### config.mk
export PLATFORM = sky130hd
export DESIGN_NAME = multi_sprite_engine_flat
export DESIGN_NICKNAME = d
export VERILOG_FILES = /design/src/rtl/sprite_pkg.sv /design/src/rtl/multi_sprite_engine_if.sv /design/src/rtl/sprite_unit.sv /design/src/rtl/multi_sprite_engine.sv /design/src/flat_wrapper.sv
export SDC_FILE = /design/constraint.sdc
export NUM_CORES = 1
export LEC_CHECK = 0
export ABC_AREA = 1
export CORE_ASPECT_RATIO = 0.6
export CORE_UTILIZATION = 35
export CTS_CLUSTER_DIAMETER = 40
export DETAILED_ROUTE_END_ITERATION = 8
export PLACE_DENSITY = 0.49
export SYNTH_ARGS = -nofsm -noshare
export SYNTH_HDL_FRONTEND = slang
export SYNTH_SLANG_ARGS = --single-unit
### constraint.sdc
create_clock -name clk -period 4.8 [get_ports clk]
set_input_delay 0.96 -clock clk [delete_from_list [all_inputs] [get_ports clk]]
set_output_delay 0.96 -clock clk [all_outputs]
set_load 0.02 [all_outputs]
### src/rtl/sprite_pkg.sv
// Shared types and reset defaults for the multi-sprite compositor.
package sprite_pkg;

  localparam int unsigned MAX_SPRITES    = 8;
  localparam int unsigned MAX_COLOR_BITS = 8;
  localparam int unsigned POS_BITS       = 8;
  localparam int unsigned X_STEP         = 16;
  localparam int unsigned Y_STEP         = 8;

  typedef enum logic [1:0] {
    FIELD_X      = 2'd0,
    FIELD_Y      = 2'd1,
    FIELD_COLOR  = 2'd2,
    FIELD_BITMAP = 2'd3
  } wr_field_t;

  typedef struct packed {
    logic                      opaque;
    logic [MAX_COLOR_BITS-1:0] color;
  } sprite_hit_t;

  // Reset colour per sprite index (rrggbb in the low bits).
  localparam logic [MAX_COLOR_BITS-1:0] DEFAULT_COLOR [MAX_SPRITES] = '{
    8'h30, 8'h0C, 8'h03, 8'h3C, 8'h33, 8'h0F, 8'h3F, 8'h2A
  };

endpackage

### src/rtl/multi_sprite_engine_if.sv
// Register-write port from the SPI receiver into the sprite engine.
interface multi_sprite_engine_if #(
  parameter int unsigned NUM_SPRITES = 4
) ();
  import sprite_pkg::*;

  localparam int unsigned SPRITE_BITS = (NUM_SPRITES > 1) ? $clog2(NUM_SPRITES) : 1;

  logic                   wr_en;
  logic [SPRITE_BITS-1:0] wr_sprite;
  wr_field_t              wr_field;
  logic [7:0]             wr_data;

  modport master (output wr_en, wr_sprite, wr_field, wr_data);
  modport slave  (input  wr_en, wr_sprite, wr_field, wr_data);
endinterface

### src/rtl/sprite_unit.sv
// One sprite: shadow/active position, colour, bitmap and the per-pixel opacity lookup.
module sprite_unit
  import sprite_pkg::*;
#(
  parameter int unsigned IDX           = 0,
  parameter int unsigned SPRITE_WIDTH  = 12,
  parameter int unsigned SPRITE_HEIGHT = 12,
  parameter int unsigned CNT_BITS      = 11,
  parameter int unsigned COLOR_BITS    = 6
) (
  input  logic                       clk,
  input  logic                       reset_n,
  input  logic signed [CNT_BITS-1:0] hs,
  input  logic signed [CNT_BITS-1:0] vs,
  input  logic                       next_frame,
  input  logic                       wr_en,
  input  wr_field_t                  wr_field,
  input  logic [7:0]                 wr_data,
  output sprite_hit_t                hit_c
);

  localparam int unsigned NPIX     = SPRITE_WIDTH * SPRITE_HEIGHT;
  localparam int unsigned IDX_BITS = $clog2(NPIX);
  localparam int unsigned CMP_BITS = CNT_BITS + 1;
  localparam logic signed [CMP_BITS-1:0] W_S = CMP_BITS'(SPRITE_WIDTH);
  localparam logic signed [CMP_BITS-1:0] H_S = CMP_BITS'(SPRITE_HEIGHT);

  logic [POS_BITS-1:0]   x_act, y_act, x_sh, y_sh;
  logic [POS_BITS-1:0]   x_nxt_c, y_nxt_c;
  logic [COLOR_BITS-1:0] color;
  logic [NPIX-1:0]       bitmap;

  // A position write in the same cycle as next_frame bypasses into the active copy.
  always_comb begin
    x_nxt_c = (wr_en && wr_field == FIELD_X) ? wr_data : x_sh;
    y_nxt_c = (wr_en && wr_field == FIELD_Y) ? wr_data : y_sh;
  end

  always_ff @(posedge clk or negedge reset_n) begin
    if (!reset_n) begin
      x_sh   <= POS_BITS'(X_STEP * IDX);
      x_act  <= POS_BITS'(X_STEP * IDX);
      y_sh   <= POS_BITS'(Y_STEP * IDX);
      y_act  <= POS_BITS'(Y_STEP * IDX);
      color  <= COLOR_BITS'(DEFAULT_COLOR[IDX]);
      bitmap <= '1;
    end else begin
      x_sh <= x_nxt_c;
      y_sh <= y_nxt_c;
      if (next_frame) begin
        x_act <= x_nxt_c;
        y_act <= y_nxt_c;
      end
      if (wr_en && wr_field == FIELD_COLOR) color <= wr_data[COLOR_BITS-1:0];
      if (wr_en && wr_field == FIELD_BITMAP) bitmap <= {bitmap[NPIX-2:0], wr_data[0]};
    end
  end

  logic signed [CMP_BITS-1:0] col_c, row_c;
  logic                       covered_c;
  logic [IDX_BITS-1:0]        pix_idx_c;

  // Offsets are taken one bit wider than the counters so negative hs/vs never match.
  always_comb begin
    col_c     = CMP_BITS'(hs) - CMP_BITS'(x_act);
    row_c     = CMP_BITS'(vs) - CMP_BITS'(y_act);
    covered_c = !col_c[CMP_BITS-1] && (col_c < W_S) && !row_c[CMP_BITS-1] && (row_c < H_S);
    pix_idx_c = '0;
    if (covered_c)
      pix_idx_c = IDX_BITS'(IDX_BITS'(row_c) * IDX_BITS'(SPRITE_WIDTH) + IDX_BITS'(col_c));
    hit_c.opaque = covered_c && bitmap[pix_idx_c];
    hit_c.color  = MAX_COLOR_BITS'(color);
  end

endmodule

### src/rtl/multi_sprite_engine.sv
// Composites NUM_SPRITES 1-bpp sprites with fixed index priority; registered pixel output.
// Optional per-frame collision flags are built when SPRITE_COLLISION_EN is defined.
module multi_sprite_engine
  import sprite_pkg::*;
#(
  parameter int unsigned NUM_SPRITES   = 4,
  parameter int unsigned SPRITE_WIDTH  = 12,
  parameter int unsigned SPRITE_HEIGHT = 12,
  parameter int unsigned SCALE_SHIFT   = 3,
  parameter int unsigned CNT_BITS      = 11,
  parameter int unsigned COLOR_BITS    = 6
) (
  input  logic                       clk,
  input  logic                       reset_n,
  input  logic signed [CNT_BITS-1:0] counter_h,
  input  logic signed [CNT_BITS-1:0] counter_v,
  input  logic                       blank,
  input  logic                       next_frame,
  multi_sprite_engine_if.slave       wr,
  output logic                       pix_hit,
  output logic [COLOR_BITS-1:0]      pix_color,
  output logic [NUM_SPRITES-1:0]     collision
);

  localparam int unsigned SPRITE_BITS = (NUM_SPRITES > 1) ? $clog2(NUM_SPRITES) : 1;

  logic signed [CNT_BITS-1:0] hs, vs;
  sprite_hit_t                hits [NUM_SPRITES];

  assign hs = counter_h >>> SCALE_SHIFT;
  assign vs = counter_v >>> SCALE_SHIFT;

  for (genvar i = 0; i < NUM_SPRITES; i++) begin : g_sprite
    sprite_unit #(
      .IDX          (i),
      .SPRITE_WIDTH (SPRITE_WIDTH),
      .SPRITE_HEIGHT(SPRITE_HEIGHT),
      .CNT_BITS     (CNT_BITS),
      .COLOR_BITS   (COLOR_BITS)
    ) u_sprite (
      .clk       (clk),
      .reset_n   (reset_n),
      .hs        (hs),
      .vs        (vs),
      .next_frame(next_frame),
      .wr_en     (wr.wr_en && (wr.wr_sprite == SPRITE_BITS'(i))),
      .wr_field  (wr.wr_field),
      .wr_data   (wr.wr_data),
      .hit_c     (hits[i])
    );
  end

  logic                      win_hit_c;
  logic [MAX_COLOR_BITS-1:0] win_color_c;
  logic                      unused_win_color;

  // Walk from the highest index down so the lowest opaque index overwrites last.
  always_comb begin
    win_hit_c   = 1'b0;
    win_color_c = '0;
    for (int i = int'(NUM_SPRITES) - 1; i >= 0; i--) begin
      if (hits[i].opaque) begin
        win_hit_c   = 1'b1;
        win_color_c = hits[i].color;
      end
    end
  end

  assign unused_win_color = &{1'b0, win_color_c};

  always_ff @(posedge clk or negedge reset_n) begin
    if (!reset_n) begin
      pix_hit   <= 1'b0;
      pix_color <= '0;
    end else begin
      pix_hit   <= win_hit_c && !blank;
      pix_color <= (win_hit_c && !blank) ? win_color_c[COLOR_BITS-1:0] : '0;
    end
  end

`ifdef SPRITE_COLLISION_EN
  logic [NUM_SPRITES-1:0] opaque_c, cur_c, acc;
  logic                   multi_c;

  // Two or more opaque sprites in a visible cycle flag all of them.
  always_comb begin
    opaque_c = '0;
    for (int i = 0; i < int'(NUM_SPRITES); i++) opaque_c[i] = hits[i].opaque;
    multi_c = |(opaque_c & (opaque_c - NUM_SPRITES'(1)));
    cur_c   = (multi_c && !blank) ? opaque_c : '0;
  end

  always_ff @(posedge clk or negedge reset_n) begin
    if (!reset_n) begin
      acc       <= '0;
      collision <= '0;
    end else if (next_frame) begin
      collision <= acc | cur_c;
      acc       <= '0;
    end else begin
      acc <= acc | cur_c;
    end
  end
`else
  assign collision = '0;
`endif

endmodule

### src/flat_wrapper.sv
// flat-port wrapper written by rule: the top's interface ports become plain ports
module multi_sprite_engine_flat import sprite_pkg::*;
#(
  parameter int unsigned NUM_SPRITES   = 4,
  parameter int unsigned SPRITE_WIDTH  = 12,
  parameter int unsigned SPRITE_HEIGHT = 12,
  parameter int unsigned SCALE_SHIFT   = 3,
  parameter int unsigned CNT_BITS      = 11,
  parameter int unsigned COLOR_BITS    = 6
)
  (clk, reset_n, counter_h, counter_v, blank, next_frame, pix_hit, pix_color, collision, wr_wr_en, wr_wr_sprite, wr_wr_field, wr_wr_data);
  multi_sprite_engine_if #(.NUM_SPRITES(NUM_SPRITES)) wr_i ();
  input  logic clk;
  input  logic reset_n;
  input  logic signed [CNT_BITS-1:0] counter_h;
  input  logic signed [CNT_BITS-1:0] counter_v;
  input  logic blank;
  input  logic next_frame;
  output logic pix_hit;
  output logic [COLOR_BITS-1:0] pix_color;
  output logic [NUM_SPRITES-1:0] collision;
  input wire logic [$bits(wr_i.wr_en)-1:0] wr_wr_en;
  input wire logic [$bits(wr_i.wr_sprite)-1:0] wr_wr_sprite;
  input wire logic [$bits(wr_i.wr_field)-1:0] wr_wr_field;
  input wire logic [$bits(wr_i.wr_data)-1:0] wr_wr_data;
  assign wr_i.wr_en = wr_wr_en;
  assign wr_i.wr_sprite = wr_wr_sprite;
  assign wr_i.wr_field = wr_wr_field;
  assign wr_i.wr_data = wr_wr_data;
  multi_sprite_engine #(.NUM_SPRITES(NUM_SPRITES), .SPRITE_WIDTH(SPRITE_WIDTH), .SPRITE_HEIGHT(SPRITE_HEIGHT), .SCALE_SHIFT(SCALE_SHIFT), .CNT_BITS(CNT_BITS), .COLOR_BITS(COLOR_BITS)) u_core (.clk(clk), .reset_n(reset_n), .counter_h(counter_h), .counter_v(counter_v), .blank(blank), .next_frame(next_frame), .wr(wr_i), .pix_hit(pix_hit), .pix_color(pix_color), .collision(collision));
endmodule
[After elaboration in Yosys (flattened, before gate mapping)]
Index checks and enable logic that the tools add are counted.
Word-level totals
  register bits: 735
  latch bits: 0
  RAM bits: 0
  ROM bits: 0
  input bits: 39
  output and inout bits: 11
  logic and storage cells: 137
  memories: 0
Cells by class
  add/sub/neg operators: 12
  $mul: 4
  divide/modulo/power cells: 0
  $lt $le $gt $ge: 12
  equality and inequality tests: 6
  shift operators: 0
  multiplexer cells: 29
  bitwise logic cells: 0
  reduce and logical (&&, ||, !) cells: 48
Operators by type and width (count)
  8-bit 2-to-1 mux: 12
  10-bit by 5-bit < comparator with 1-bit output (second input constant): 8
  8-bit by 9-bit subtractor with 10-bit output: 8
  1-bit logical AND: 37
  8-bit by 9-bit < comparator with 1-bit output (second input constant): 4
  8-bit adder: 4
  1-bit binary-select mux with 8-bit select: 4
  8-bit by 2-bit multiplier with 6-bit output (second input constant): 4
  6-bit 2-to-1 mux: 5
  1-bit zero test: 9
  2-bit == test (second input constant): 4
  1-bit 2-to-1 mux: 8
  2-bit by 1-bit == test with 1-bit output (second input constant): 2
  2-bit zero test: 2

[Logic depth before layout (Yosys ltp)]
Gate-level depths: netlist (run 1).
  depth after elaboration: 15
  mapped depth: 37

[By module]
Synthesis (run 1) repeated with hierarchy kept, for this count alone.
Unflattened totals
  cell total of the unflattened synthesis: 5265
  area, all modules: 40929.3 um2
Modules (own cells, without submodules)
  sprite_unit at u_core.g_sprite[1].u_sprite: instances 1, cells each 1313, area each 10239.8 um2
  sprite_unit at u_core.g_sprite[3].u_sprite: instances 1, cells each 1296, area each 10062.2 um2
  sprite_unit at u_core.g_sprite[2].u_sprite: instances 1, cells each 1282, area each 10033.4 um2
  sprite_unit at u_core.g_sprite[0].u_sprite: instances 1, cells each 1285, area each 10010.9 um2
  multi_sprite_engine: instances 1, cells each 89, area each 583.1 um2

[Least setup slack after synthesis (run 1)]
No wires, ideal clock.
  path kind: input to register
  start point: input port counter_v[3]
  end point: register u_core.pix_color[0]
  setup time: 117 ps
  arrival: 4533 ps
  data required time: 4683 ps
  slack: 151 ps
  stages on the path: 25
  buffers on the path: 0
  path through: inv_1 > ha_1 > inv_1 > fa_1 > ha_1 > fa_1 > ha_1 > a21oi_1 > nand2_1 > nand2_1 > nand2_1 > a21oi_1 > xor2_1 > xor2_1 > inv_1 > nor2_1 > nand3_1 > nand2_1 > nand2_1 > nand3_2 > inv_2 > a21oi_1 > nand3_2 > nand3_1 > nor2_1
Between the ends
  cells in the longest elaborated chain, start to end: 14
  elaborated cells on any way between the ends: 54
  classes of those cells: 8 x add/sub; 4 x mul; 4 x order compare; 21 x mux; 17 x reduce/logical
RTL lines
  from (decl): line flat_wrapper.sv:16  | input logic signed [CNT_BITS-1:0] counter_v;
  parallel branches: the longest is 13 deep, another holds 8-bit by 9-bit subtractor with 10-bit output
  6-bit 2-to-1 mux *: line multi_sprite_engine.sv:77  | pix_color <= (win_hit_c && !blank) ? win_color_c[COLOR_BITS-1:0] : '0;
  to (signal assigned): line multi_sprite_engine.sv:77
  to (decl): line multi_sprite_engine.sv:21  | output logic [COLOR_BITS-1:0] pix_color,
Every way passes the cells marked *. The select of a mux whose other input is x is not followed.
A chain may end at the register's enable or synchronous reset.

[Worst setup path in the final report (run 1)]
Same ends and word-level chain as after synthesis.

==> results of run 1 <==
[cell families (layout without fill, tap and decap cells)]
logic type,Yosys count,after routing,share of synthesized area
xor gates and xnor gates,42,42,0.00935
AOI/OAI and AO/OA,778,778,0.103
DFF,735,735,0.487
and+or+nand+nor,2267,2267,0.252
other,1,5,0.0000954
adders and majority gates,128,128,0.0438
buffers and inverters,791,1177,0.0791
muxes,89,89,0.0255
[state kept, by name, summed over array words and instances (netlist names)]
register and count:
u_core.g_sprite.u_sprite.color 24, u_core.pix_hit 1, u_core.g_sprite.u_sprite.x_act 32, u_core.g_sprite.u_sprite.bitmap 576, u_core.g_sprite.u_sprite.x_sh 32, u_core.g_sprite.u_sprite.y_sh 32
u_core.g_sprite.u_sprite.y_act 32, u_core.pix_color 6
[worst max-delay path by stage]
stage            startpoint                  end  slack [ns]  depth (start not counted)
6_report       counter_v[3]  u_core.pix_color[0]        0.23                         37
5_1_grt        counter_v[3]  u_core.pix_color[0]       -0.05                         39
4_1_cts        counter_v[7]  u_core.pix_color[0]        0.01                         29
3_5_place_dp   counter_v[3]  u_core.pix_color[0]       -1.11                         33
3_3_place_gp   counter_v[3]  u_core.pix_color[0]       -1.11                         32
2_1_floorplan  counter_v[3]  u_core.pix_color[0]        0.15                         25
[power breakdown]
group	total [mW]	internal (mW)	switching [mW]
clock	7.92	4.83	3.09
sequential	9.69	8.72	0.970
combinational	9.63	4.21	5.42
[layer usage]
layer | vias to the layer above | track usage | part of all wire
met1 | 15599 | 0.324 | 0.55
li1 | 16509 | - | -
met5 | - | 0 | 0
met4 | 0 | 0.0385 | 0.015
met3 | 128 | 0.0409 | 0.060
met2 | 721 | 0.267 | 0.38
[worst register-to-register path, delay by kind of cell (launching register included)]
kind,cells,cell delay [ns]
flip-flops,1,0.51
AND/OR/NAND/NOR,25,2.35
buffers and inverters,5,0.71
adder cells (fa/ha/maj),2,0.51
XOR/XNOR,1,0.17
[synthesized netlist by cell type, drive strengths merged]
cell        n
clkinv      6
nor2      376
nand3     596
or2         3
conb        1
o211ai     50
clkbuf    178
nand2    1128
xor2       25
a21oi     311
and2        2
mux2       89
fa         16
nand4     140
o2111ai     2
nand3b     17
inv       527
ha        112
a31oi       4
dfrtp     133
o21ai     409
o311ai      1
dfstp     602
nor3        5
o22ai       1
buf        80
xnor2      17
[repair_timing]
item / 4_1_cts / 5_1_grt
hold buffers: 0 / 0
buffers inserted: 2 / 14
pin swaps: 1 / 44
endpoints found under the setup margin: 7 / 7
gates resized for setup: 6 / 132
hold endpoints to repair: 0 / 0
gates cloned: 0 / 13
[cell type report]
class                           count  area [um^2]
Fill cell                       10933        61700
Tap cell                         1488         1860
Inverter                          533         2020
Clock buffer                      123         2750
Multi-Input combinational cell   3308        17600
Clock inverter                     64          786
Timing Repair Buffer              457         4550
Antenna cell                        1         2.50
Sequential cell                   735        19100
[metrics by stage]
step	hold slack, ns	area (um^2)	power, mW	utilization	setup WS (ns)
final	0.416	48700	27.2	0.441	0.231
after global routing	0.419	48700	29.2	0.441	-0.0531
after CTS	0.375	47700	26.8	0.432	0.0101
after detailed placement	0.469	44100	18.7	0.399	-1.11
after global placement	0.468	44100	18.6	0.399	-1.11
after floorplan	0.444	39300	15.1	-	0.151
==> summary.txt, run 1 <==
DETAILED ROUTING
---------------------------------------------------------------------------------
Total wire length ..................................................       115 mm
Avg Vias per Cell ..................................................         4.91
Number of detailed-route iterations in the first pass ..............            6
Number of DRC violations after detailed routing ....................            0
Routed length per placed instance ..................................      17.1 um
Routed vias ........................................................        32957
Number of nets with antenna violations after detailed routing ......            0
Detailed Route Iter0 Violations ....................................         2708

FLOORPLANNING
---------------------------------------------------------------------------------
Die area ...........................................................   0.114 mm^2
I/O Pins ...........................................................           50
Die X ..............................................................       435 um
Effective utilization at floorplan .................................        0.356
Total number of placement rows .....................................           94
Core Region ........................................................   0.110 mm^2
Die H ..............................................................       262 um

FLOW RUN
---------------------------------------------------------------------------------
Max-capacitance violation count ....................................            0

LAYOUT
---------------------------------------------------------------------------------
Layout Nets ........................................................         5304
Fraction of layout cells with a size suffix above 1 ................        0.278
Layout overhead on the synthesized area ............................        23.9%
Fin cells ..........................................................         6709
Commonest cells after routing, fill and taps aside ................. 1108 x sky130_fd_sc_hd__nand2_1, 602 x sky130_fd_sc_hd__dfstp_2, 553 x sky130_fd_sc_hd__nand3_1, 498 x sky130_fd_sc_hd__inv_1, 402 x sky130_fd_sc_hd__o21ai_0
Most common library cell in the layout ignoring fill and taps ...... sky130_fd_sc_hd__nand2_1

STA
---------------------------------------------------------------------------------
Transition time at the pin with the least slew margin ..............     0.979 ns
Summed negative setup slack over all endpoints .....................         0 ns
Setup-failing EPs final ............................................            0
Fmax ...............................................................      219 MHz
Pins over their slew limit .........................................            0
Headroom to the max-slew limit .....................................        0.347
Worst clock skew on the final layout ...............................    0.0269 ns
Final critical delay including setup and external delays ...........      4.57 ns
Final Cycle Share ..................................................        0.952
Final hold viol count ..............................................            0

WORST SETUP PATH
---------------------------------------------------------------------------------
Master of the slowest instance on the critical path ................ sky130_fd_sc_hd__fa_2
Critical path launch point type ....................................   input port
Worst path max stage delay .........................................      0.39 ns
Critical-path maximum fanout .......................................           10
Kind of critical path ..............................................       in2reg
Most Frequent Cell on Critical Path ................................ sky130_fd_sc_hd__nand3_1
Reg-to-reg setup timing slack ......................................      0.47 ns
Worst path buffer plus inverter count ..............................            9
Critical register-to-register path endpoint ........................ u_core.pix_color[0]
Worst EP arrival ...................................................      5.20 ns
Top Family by Delay on Critical Path ............................... simple AND/OR/NAND/NOR gates
Data required time at the worst endpoint ...........................      5.43 ns
Reg-to-Reg Start ................................................... u_core.g_sprite[2].u_sprite.y_act[4]
Category of the worst setup path capture point .....................         flop
Logic depth of the worst register-to-register path .................           33

PLACED DESIGN
---------------------------------------------------------------------------------
Hpwl dp ............................................................      78.0 mm
Number of cells in the design after placement ......................         6492
Port Buffers .......................................................           39
Final weighted congestion in routability-driven placement ..........        0.885

SYNTH
---------------------------------------------------------------------------------
Summed instance area of the synthesized netlist ....................  0.0393 mm^2
Number of storage elements in the synthesis netlist ................          735
Cell accounting for the most synthesized area ...................... sky130_fd_sc_hd__dfstp_2
Cell types with the largest area share after synthesis ............. sky130_fd_sc_hd__dfstp_2 40%, sky130_fd_sc_hd__nand2_1 11%, sky130_fd_sc_hd__dfrtp_1 8.5%
Number of warnings issued by yosys .................................            0
Unique masters post-synth ..........................................           43
Instance count of the mapped netlist ...............................         4831
Post-synthesis average cell area ...................................    8.14 um^2
Share of the yosys chip area belonging to registers ................        0.487
Proportion of netlist area held by the largest area contributor ....        0.402

CLOCK NETWORK
---------------------------------------------------------------------------------
Clock latency of the later-clocked register in the worst-skew pair .      0.70 ns
Register clock-pin slew on the reported worst setup and hold paths .      0.06 ns
CTS Buf Count ......................................................          102
Clock net sink count ...............................................          735
H-tree levels ......................................................            3
TritonCTS clock tree ...............................................         done
Clock Root Buffer .................................................. sky130_fd_sc_hd__clkbuf_16
Max clock buf depth ................................................            3

PWR
---------------------------------------------------------------------------------
Cell Pwr Density ...................................................  559 mW/mm^2
Maximum vdd ir drop ................................................     0.411 mV
Static power due to leakage ........................................      22.5 nW

GLOBAL ROUTE
---------------------------------------------------------------------------------
Grt total ovfl .....................................................            0
Antenna violations before repair ...................................            5
Vias in the first global route .....................................        31204
Total Routing Usage GR .............................................        0.200
Largest net degree at the start of global routing ..................          204
First-pass GRT wire length .........................................       182 mm

HOLD PATH
---------------------------------------------------------------------------------
Path class of the lowest-slack min-delay path ......................     in2async

STATUS
---------------------------------------------------------------------------------
Status ............................................................. complete, no violations

No activity file was read; power rests on OpenSTA's default activity.
==> run 2: changes to the inputs <==
--- a/config.mk
+++ b/config.mk
@@ -10,7 +10,6 @@
 export CORE_UTILIZATION = 35
 export CTS_CLUSTER_DIAMETER = 40
 export DETAILED_ROUTE_END_ITERATION = 8
-export PLACE_DENSITY = 0.49
 export SYNTH_ARGS = -nofsm -noshare
 export SYNTH_HDL_FRONTEND = slang
 export SYNTH_SLANG_ARGS = --single-unit
==> summary.txt, run 2 (synthesis results as in run 1) <==
GLOBAL ROUTE
---------------------------------------------------------------------------------
Total Routing Usage GR .............................................        0.186
Vias in the first global route .....................................        30602
Antenna violations before repair ...................................            6
First-pass GRT wire length .........................................       171 mm
Met2 Track Usage GR ................................................        0.247
Routing usage on met3 ..............................................       0.0390
Grt total ovfl .....................................................            0
Largest net degree at the start of global routing ..................          146
GR Util met1 .......................................................        0.299
Routing layer with the top usage in global route ...................         met1

DETAILED ROUTING
---------------------------------------------------------------------------------
Number of detailed-route iterations in the first pass ..............            6
Total wire length ..................................................       109 mm
Number of nets with antenna violations after detailed routing ......            0
Routed vias ........................................................        33295
Number of DRC violations after detailed routing ....................            0
Avg Vias per Cell ..................................................         4.97
Detailed Route Iter0 Violations ....................................         3171
Routed length per placed instance ..................................      16.3 um

CLOCK NETWORK
---------------------------------------------------------------------------------
Clock latency of the later-clocked register in the worst-skew pair .      0.67 ns
H-tree levels ......................................................            3
Clock Root Buffer .................................................. sky130_fd_sc_hd__clkbuf_16
Clock net sink count ...............................................          735
CTS Buf Count ......................................................           83
Max clock buf depth ................................................            3
CTS Hold Buffers Added .............................................            0
Register clock-pin slew on the reported worst setup and hold paths .      0.07 ns
TritonCTS clock tree ...............................................         done

WORST SETUP PATH
---------------------------------------------------------------------------------
Critical path launch point type ....................................   input port
Master of the slowest instance on the critical path ................ sky130_fd_sc_hd__fa_1
Worst path max stage delay .........................................      0.60 ns
Most Frequent Cell on Critical Path ................................ sky130_fd_sc_hd__nand2_1
Top Family by Delay on Critical Path ...............................  adder cells
Reg-to-reg setup timing slack ......................................      0.27 ns
Kind of critical path ..............................................       in2reg
Worst EP arrival ...................................................      5.18 ns
Category of the worst setup path capture point .....................         flop
Data required time at the worst endpoint ...........................      5.37 ns
Worst path buffer plus inverter count ..............................            6
Critical-path maximum fanout .......................................            6

FLOORPLANNING
---------------------------------------------------------------------------------
Core Region ........................................................   0.110 mm^2
Total number of placement rows .....................................           94
Die X ..............................................................       435 um
Effective utilization at floorplan .................................        0.356
I/O Pins ...........................................................           50
Die area ...........................................................   0.114 mm^2
Die H ..............................................................       262 um

STA
---------------------------------------------------------------------------------
Setup-failing EPs final ............................................            0
Transition time at the pin with the least slew margin ..............     0.983 ns
Worst clock skew on the final layout ...............................    0.0192 ns
Fmax ...............................................................      217 MHz
Pins over their slew limit .........................................            0
Final hold viol count ..............................................            0
Final Cycle Share ..................................................        0.962
Final setup slack of the worst path ................................     0.183 ns
Final critical delay including setup and external delays ...........      4.62 ns
Headroom to the max-slew limit .....................................        0.343
Summed negative setup slack over all endpoints .....................         0 ns

LAYOUT
---------------------------------------------------------------------------------
Fraction of layout cells with a size suffix above 1 ................        0.287
Largest register by flop count ..................................... u_core.g_sprite.u_sprite.bitmap
Area of the multi-input gates ......................................  0.0178 mm^2
Combined flip-flop and latch cell area .............................  0.0191 mm^2
Commonest cells after routing, fill and taps aside ................. 1093 x sky130_fd_sc_hd__nand2_1, 602 x sky130_fd_sc_hd__dfstp_2, 535 x sky130_fd_sc_hd__nand3_1, 498 x sky130_fd_sc_hd__inv_1, 401 x sky130_fd_sc_hd__o21ai_0
Most common library cell in the layout ignoring fill and taps ...... sky130_fd_sc_hd__nand2_1
Layout overhead on the synthesized area ............................        23.7%
Max reg flops ......................................................          576
Fillers ............................................................        10684
Layout Nets ........................................................         5308
Fin cells ..........................................................         6700

FLOW RUN
---------------------------------------------------------------------------------
Max-capacitance violation count ....................................            0

PWR
---------------------------------------------------------------------------------
Net Sw Power .......................................................      9.76 mW
Relative contribution of the clock network to total power ..........        0.248
Sw Ratio ...........................................................        0.364
Maximum vdd ir drop ................................................     0.524 mV
Part of the total power dissipated in sequential elements ..........        0.364
Static power due to leakage ........................................      22.4 nW
Total internal power ...............................................      17.1 mW
Cell Pwr Density ...................................................  551 mW/mm^2
Combinational Power Share ..........................................        0.388

PLACED DESIGN
---------------------------------------------------------------------------------
Port Buffers .......................................................           39
Hpwl dp ............................................................      74.4 mm
Pre-CTS worst setup slack ..........................................     -1.15 ns
Final weighted congestion in routability-driven placement ..........        0.867
Number of cells in the design after placement ......................         6493

STATUS
---------------------------------------------------------------------------------
Status ............................................................. complete, no violations

HOLD PATH
---------------------------------------------------------------------------------
Path class of the lowest-slack min-delay path ......................     in2async

## run 2: cell count changes in the layout (fill, tap and decap cells not counted), moves of 8 or more
cell / change
sky130_fd_sc_hd__nand3_1: -18
sky130_fd_sc_hd__nand3_2: +16
sky130_fd_sc_hd__nand2_1: -15
sky130_fd_sc_hd__nand2_2: +13
sky130_fd_sc_hd__clkinv_2: -10
sky130_fd_sc_hd__bufinv_16: -9
sky130_fd_sc_hd__clkbuf_16: -9
sky130_fd_sc_hd__buf_6: +8
## run 2: layer usage
layer  vias to the layer above  wire (um)  part of all wire
li1                      16505          -                 -
met1                     15778      57700              0.53
met2                       889      42400              0.39
met3                       121       7500             0.069
met4                         2       1670             0.015
met5                         -         13           0.00012
## run 2: power groups by stage
stage          sequential [mW]  clock (mW)  combinational (mW)
2_1_floorplan             9.42           0                5.67
3_3_place_gp              9.80           0                9.08
3_5_place_dp              9.81           0                9.24
4_1_cts                   9.74        6.83                9.37
5_1_grt                   9.97        7.06                11.6
6_report                  9.77        6.66                10.4
## run 2: final timing paths
kind                                                  startpoint                                    end  cells past startpoint
max reg2reg                 u_core.g_sprite[3].u_sprite.y_act[0]                    u_core.pix_color[1]                     25
max in group asynchronous                                reset_n                    u_core.pix_color[1]                      2
max                                                 counter_v[3]                    u_core.pix_color[1]                     27
min                                                      reset_n   u_core.g_sprite[2].u_sprite.y_act[0]                      1
min in group clk           u_core.g_sprite[2].u_sprite.bitmap[1]  u_core.g_sprite[2].u_sprite.bitmap[2]                      2
min reg2reg                u_core.g_sprite[2].u_sprite.bitmap[1]  u_core.g_sprite[2].u_sprite.bitmap[2]                      2
## run 2: area by class of cell
type | instances | area share
multi-input combinational | 3308 | 0.367
sequential | 735 | 0.394
tap | 1488 | 0.0383
timing repair buffer | 480 | 0.101
clock buffer | 101 | 0.0479
antenna | 4 | 0.000206
inverter | 533 | 0.0419
clock inverter | 51 | 0.0108
## run 2: through the flow
stage          area [um^2]  power [mW]  utilization  hold slack (ns)
2_1_floorplan        39300        15.1            -            0.444
3_3_place_gp         44100        18.9        0.399            0.463
3_5_place_dp         44100        19.1        0.399            0.465
4_1_cts              47000        25.9        0.426            0.265
5_1_grt              48600        28.6        0.440            0.303
6_report             48700        26.8        0.441            0.292
## run 2: what timing repair did
item | 4_1_cts | 5_1_grt
setup endpoints to repair | 7 | 7
gates resized for setup | 19 | 194
cloned | 1 | 21
setup buffers | 2 | 27
pin swaps | 7 | 84
